<file path="config.mk">
export PLATFORM = sky130hd
export DESIGN_NAME = regfile_mp
export DESIGN_NICKNAME = d
export VERILOG_FILES = /design/src/rtl/regfile_mp.sv
export SDC_FILE = /design/constraint.sdc
export NUM_CORES = 1
export LEC_CHECK = 0
export BUFFER_PORTS_ARGS = -buffer_cell sky130_fd_sc_hd__buf_2
export CAP_MARGIN = 15
export CELL_PAD_IN_SITES_DETAIL_PLACEMENT = 0
export CELL_PAD_IN_SITES_GLOBAL_PLACEMENT = 2
export CORE_ASPECT_RATIO = 1.2
export CORE_MARGIN = 5
export CORE_UTILIZATION = 48
export CTS_CLUSTER_SIZE = 20
export DETAILED_ROUTE_END_ITERATION = 10
export MAX_ROUTING_LAYER = met4
export PLACE_DENSITY_LB_ADDON = 0.1
export SYNTH_ARGS = -nofsm -noshare
export SYNTH_HDL_FRONTEND = slang
export SYNTH_SLANG_ARGS = --single-unit
</file>
<file path="constraint.sdc">
create_clock -name clk -period 4.3 [get_ports clk]
set_input_delay 0.86 -clock clk [delete_from_list [all_inputs] [get_ports clk]]
set_output_delay 0.86 -clock clk [all_outputs]
set_load 0.01 [all_outputs]
</file>
<file path="src/rtl/regfile_mp.sv">
// regfile_mp: multi-read-port register file with reset/request-driven clear sequencer.
// Define REGFILE_BYPASS_EN to forward same-cycle write data to matching read ports.
module regfile_mp #(
    parameter int DATA_W = 32,
    parameter int ADDR_W = 5,
    parameter int NREAD  = 2
) (
    input  logic                    clk,
    input  logic                    rst,
    input  logic [NREAD*ADDR_W-1:0] rd_addr,
    output logic [NREAD*DATA_W-1:0] rd_data,
    input  logic                    wr_en,
    input  logic [ADDR_W-1:0]       wr_addr,
    input  logic [DATA_W-1:0]       wr_data,
    input  logic                    clear_req,
    output logic                    busy
);
    localparam int DEPTH = 2**ADDR_W;
`ifdef REGFILE_BYPASS_EN
    localparam bit BYP = 1'b1;
`else
    localparam bit BYP = 1'b0;
`endif
    typedef enum logic {IDLE, CLEAR} state_t;
    state_t state, state_next;
    logic [ADDR_W-1:0] idx, idx_next;
    logic [DATA_W-1:0] mem [DEPTH];
    logic wr_ok, byp_ok;
    always_ff @(posedge clk) begin
        if (rst) begin
            state <= CLEAR;
            idx   <= ADDR_W'(1);
        end else begin
            state <= state_next;
            idx   <= idx_next;
        end
    end
    always_comb begin
        state_next = state;
        idx_next   = idx;
        if (state == CLEAR) begin
            idx_next   = idx + 1'b1;
            state_next = &idx ? IDLE : CLEAR;
        end else if (clear_req) begin
            state_next = CLEAR;
            idx_next   = ADDR_W'(1);
        end
    end
    assign busy   = (state == CLEAR);
    assign byp_ok = BYP && !busy && wr_en && |wr_addr;
    // a write colliding with a clear request is dropped so the clear wins
    assign wr_ok  = !rst && !busy && wr_en && |wr_addr && !clear_req;
    always_ff @(posedge clk) begin
        if (busy)
            mem[idx] <= '0;
        else if (wr_ok)
            mem[wr_addr] <= wr_data;
    end
    for (genvar k = 0; k < NREAD; k++) begin : g_rd
        logic [ADDR_W-1:0] a;
        assign a = rd_addr[k*ADDR_W +: ADDR_W];
        assign rd_data[k*DATA_W +: DATA_W] = (busy || a == '0) ? '0 :
                                             (byp_ok && wr_addr == a) ? wr_data : mem[a];
    end
endmodule

</file>
# Word level (Yosys, flattened, before mapping)

Memories as Yosys holds them, arrays and structs flattened.
Index checks and enable logic that the tools add are counted.

Reductions and logical operators: 15
$add $sub $neg: 1
Muxes and demuxes: 15

Operators by type and width:

| cell                                                          | number |
|---|---|
| 32-bit 2-to-1 mux                                             | 3 |
| 32-bit OR reduction                                           | 1 |
| 5-bit 2-to-1 mux                                              | 3 |
| 5-bit logical NOT                                             | 2 |
| 1-bit 2-to-1 mux                                              | 9 |
| 5-bit by 1-bit adder with 5-bit output, second input constant | 1 |
| 5-bit AND reduction                                           | 1 |
| 5-bit OR reduction                                            | 1 |
| 1-bit logical AND                                             | 4 |
| 1-bit logical NOT                                             | 3 |
| 1-bit logical OR                                              | 2 |
| 2-bit nonzero test                                            | 1 |

Register bits: 6
Memories kept: 1
Input bits: 51
Bits in writable memories: 1,024
Word-level logic and storage cells: 34

Memories:

| name | depth | width | read ports | clocked after memory_dff | write ports | RTL line | text |
|---|---|---|---|---|---|---|---|
| mem  | 32    | 32    | 2          | 0                        | 1           | 27       | `logic [DATA_W-1:0] mem [DEPTH];` |

# Depth between registers and ports, before layout

Depth in word-level cells: 10
Mapped depth: 9

# Worst setup path before layout

No wires, ideal clock.

Path kind: input -> register
From: input port wr_addr[1]
To: memory mem[26][0], enable pin
Buffers on the path: 1
Required time: 3.879 ns
Slack: 0.352 ns
Data arrival time: 3.527 ns
Stages: 5
Cells stage by stage: buf_2 or4_1 o21a_1 o31a_1 nor2_1

Word-level cells in the longest chain between the ends: 8
Elaborated cells on any way between the ends: 9
Classes of those cells: mux: 5; reduce/logical: 4

RTL lines:

| what                                                           | RTL line | text |
|---|---|---|
| from (decl)                                                    | 13       | `input logic [ADDR_W-1:0] wr_addr,` |
| 5-bit OR reduction                                             | 52       | `assign wr_ok = !rst && !busy && wr_en && \|wr_addr && !clear_req;` |
| 1-bit logical AND (2 in a row)                                 | 52       |  |
| 1-bit 2-to-1 mux                                               | 56       | `else if (wr_ok)` |
| 1-bit 2-to-1 mux                                               | 54       | `if (busy)` |
| 1-bit 2-to-1 mux (not written as such)                         | 57       | `mem[wr_addr] <= wr_data;` |
| 32-bit OR reduction (no line)                                  | -        |  |
| 5-bit 2-to-1 mux (no line) or 1-bit 2-to-1 mux (tied branches) | -        |  |
| to (decl)                                                      | 27       |  |

Several ways; a longest one is shown, not always the timed one.

# Worst setup path after layout

From: input port rd_addr[7]
To: output port rd_data[59]

Word-level cells in the longest chain between the ends: 3
Elaborated cells on any way between the ends: 4
Classes of those cells: mux: 1; reduce/logical: 2; memory: 1

RTL lines:

| what                                                                       | RTL line | text |
|---|---|---|
| from (decl)                                                                | 10       | `input logic [NREAD*ADDR_W-1:0] rd_addr,` |
| parallel branches: the longest is 2 deep, another holds memory 32 x 32 bit | -        |  |
| 32-bit 2-to-1 mux (*)                                                      | 62       | `assign rd_data[k*DATA_W +: DATA_W] = (busy \|\| a == '0) ? '0 :` |
| to (decl)                                                                  | 11       | `output logic [NREAD*DATA_W-1:0] rd_data,` |

Mark *: on every way between the ends.

==> reports/results.ini <==
[clock_network]
tritoncts = yes
cts_setup_buffers = 0
clock_latency_ps = 670
cts-root-buf = clkbuf_16
numCtsBuffers = 106
cts_resized = 0
h-tree-depth = 3
clkTransAtPathRegs_ps = 60
cts.sinks = 1030
clock_path_buffers = 3
cts.hold.buffers_added = 0

[synth]
synth_compound_area_share_pct = 4.36
synth_top_cell_by_area = edfxtp_1
synth-edff-count = 1024
avgSynthCellArea_um2 = 20.2
synthXorXnorAreaFrac_pct = 0
synthFlopType = edfxtp_1
ys_types = 52
synth_common_cells = edfxtp_1 (1,024), mux4_2 (466), mux2i_1 (248)
ys_async_sr_fraction_pct = 0
synth_top_family_by_area = multiplexers
ys.warnings.count = 0
yosysSeqAreaShare_pct = 64.6
synth_nets = 2414
synthMuxAreaShare_pct = 27.2
yosys_register_bits = 1030
synth_top_area_share_pct = 64.3
synthesis.area_um2 = 47800
synthAdderAreaFrac_pct = 0.0524
yosys.area_share.simple_pct = 1.74
synthTopCellsByArea = edfxtp_1 (64%), mux4_2 (22%), mux2i_1 (5.2%)
synthMostInstantiatedCell = edfxtp_1
syn_inst = 2361

[hold_path]
hp-class = in2reg

[power_and_ir_drop]
pwr-share-comb_pct = 7.6
finalPower_uw = 21900
vdd_ir_drop_max_v = 0.000305
switching_share_pct = 21.9
pwr-share-clk_pct = 41.5
power.density_nw_per_um2 = 396
p_int_uw = 17100
pwr-share-seq_pct = 50.9
p_sw_uw = 4790
p_leak_uw = 0.0179

[layout]
nNetsFinal = 2674
fin_util_pct = 55.9
fin_area_um2 = 55200
areaGrowthSynthToFinish_pct = 15.5
drive_above_1_share_pct = 36.9

[timing]
period_minus_slack_ps = 4120
fin_skew_ps = 17.5
setup_violations = 0
rsz0062_at_grt = no
hold_viol = 0
slew_violations = 0
slew_headroom_pct = 29.4
fmax_ghz = 0.243
fin_ws_ps = 177
final.setup.tns_ps = 0
period_share_pct = 95.9
tightest_slew_ps = 1050

[floorplan]
coreArea_um2 = 98700
die_y_um = 356
io_pins = 116
fp.dieArea_um2 = 106000
num_rows = 126
initial_core_util_pct = 48.4
dieWidth_um = 298

[placement]
dp_slack_ps = 167
placed_area_um2 = 51800
portBuffers = 115
dpl.hpwl_mm = 91.2
routabilityCongestion = 0.832

[route]
dr.pass1.iters = 5
wire_per_inst_um = 38.4
drtIter0Drc = 3011
wirelength_mm = 154
routed_via_density = 6.85
drc = 0
antenna_left = 0
vias = 27400

[global_routing]
grt_pass1_vias = 28900
antenna_found_initial = 7
gr-total-overflow = 0
grt_pass1_wl_mm = 215
grt_max_degree = 75
grt_use_total_pct = 29.6

[setup_path]
worstSetupPathType = in2out
max_stage_delay_ps = 600
cp_max_fo = 28
worst_setup_path_end_kind = output pin
path_cells = clkbuf_8 -> buf_12 -> buf_12 -> mux4_2 -> a22o_1 -> a2111oi_0 -> buf_4 -> nor3_1 -> buf_2
start_kind = primary input
required_ps = 3440
crit_arrival_ps = 3260
cp_common_cell = buf_12
crit_slowest_cell = a2111oi_0

[run_status]
outcome = complete, no violations

[flow_run]
cap_violations = 0

-- final timing paths --
path / startpoint / cells after the start / slack [ps] / end
worst max register to register: busy / 5 / 1120 / mem[28][15]
worst max-delay path: rd_addr[7] / 9 / 180 / rd_data[59]
worst min register to register: idx[2] / 2 / 670 / idx[2]
worst min-delay path: rst / 2 / 460 / idx[4]
-- flip-flops by register name (all words and copies together) (netlist names) --
name and flops:
busy 1, mem 1024, idx 5
-- metrics by stage --
stage | hold slack [ps] | std cells
finish | 462 | 3993
global route | 455 | 3992
CTS | 424 | 3988
detailed placement | 654 | 3793
global placement | 629 | 3793
floorplan | 569 | 2361
-- metal layers --
layer	global-route usage, %	share of wire (%)
met4	9.54	3.5
met2	47.9	49
met1	38.2	38
met3	6.11	8.6
met5	-	0
-- final cells by class --
cell class | count | area, µm²
clock buffer | 129 | 2820
timing repair buffer | 344 | 3110
sequential | 1030 | 30900
inverter | 4 | 15.0
antenna | 5 | 12.5
fill | 7475 | 43500
clock inverter | 66 | 569
multi-input combinational | 1135 | 16200
tap | 1280 | 1600
-- placed cells by master, fill, tap and decap left out, types with 14 or more instances in the layout --
master	Yosys	final
buf_4	15	169
nand2_1	19	18
buf_12	0	61
buf_2	63	109
a211oi_1	23	23
clkinv_1	0	31
o22ai_1	23	23
o22a_1	34	34
clkbuf_1	79	18
a2111oi_0	18	18
clkinv_2	0	16
and2_1	34	33
clkbuf_16	0	109
o221ai_1	55	55
a21oi_1	14	14
mux2i_1	248	248
a22o_1	46	46
edfxtp_1	1024	1024
nor3_1	31	31
mux4_2	466	466
nor2_4	0	33
-- power groups by stage --
stage / sequential (µW) / clock, µW / combinational (µW)
finish: 11100 / 9070 / 1670
floorplan: 11300 / 0 / 1080
CTS: 11100 / 9200 / 1670
global placement: 11300 / 0 / 1660
global route: 11100 / 9610 / 1750
detailed placement: 11300 / 0 / 1670
-- worst max-delay path: cells and delay by family --
| kind | cells | cell delay (ps) |
|---|---|---|
| AO/OA/AOI/OAI | 2 | 850 |
| multiplexers | 1 | 300 |
| AND/OR/NAND/NOR | 1 | 60 |
| buffers and inverters | 5 | 1110 |
-- cell families after synthesis --
| family | after synthesis |
|---|---|
| compound gates | 259 |
| fa+ha+maj | 2 |
| buf+inv | 196 |
| flops | 1030 |
| mux | 714 |
| simple gates | 160 |
No activity file was read; power rests on OpenSTA's default activity.
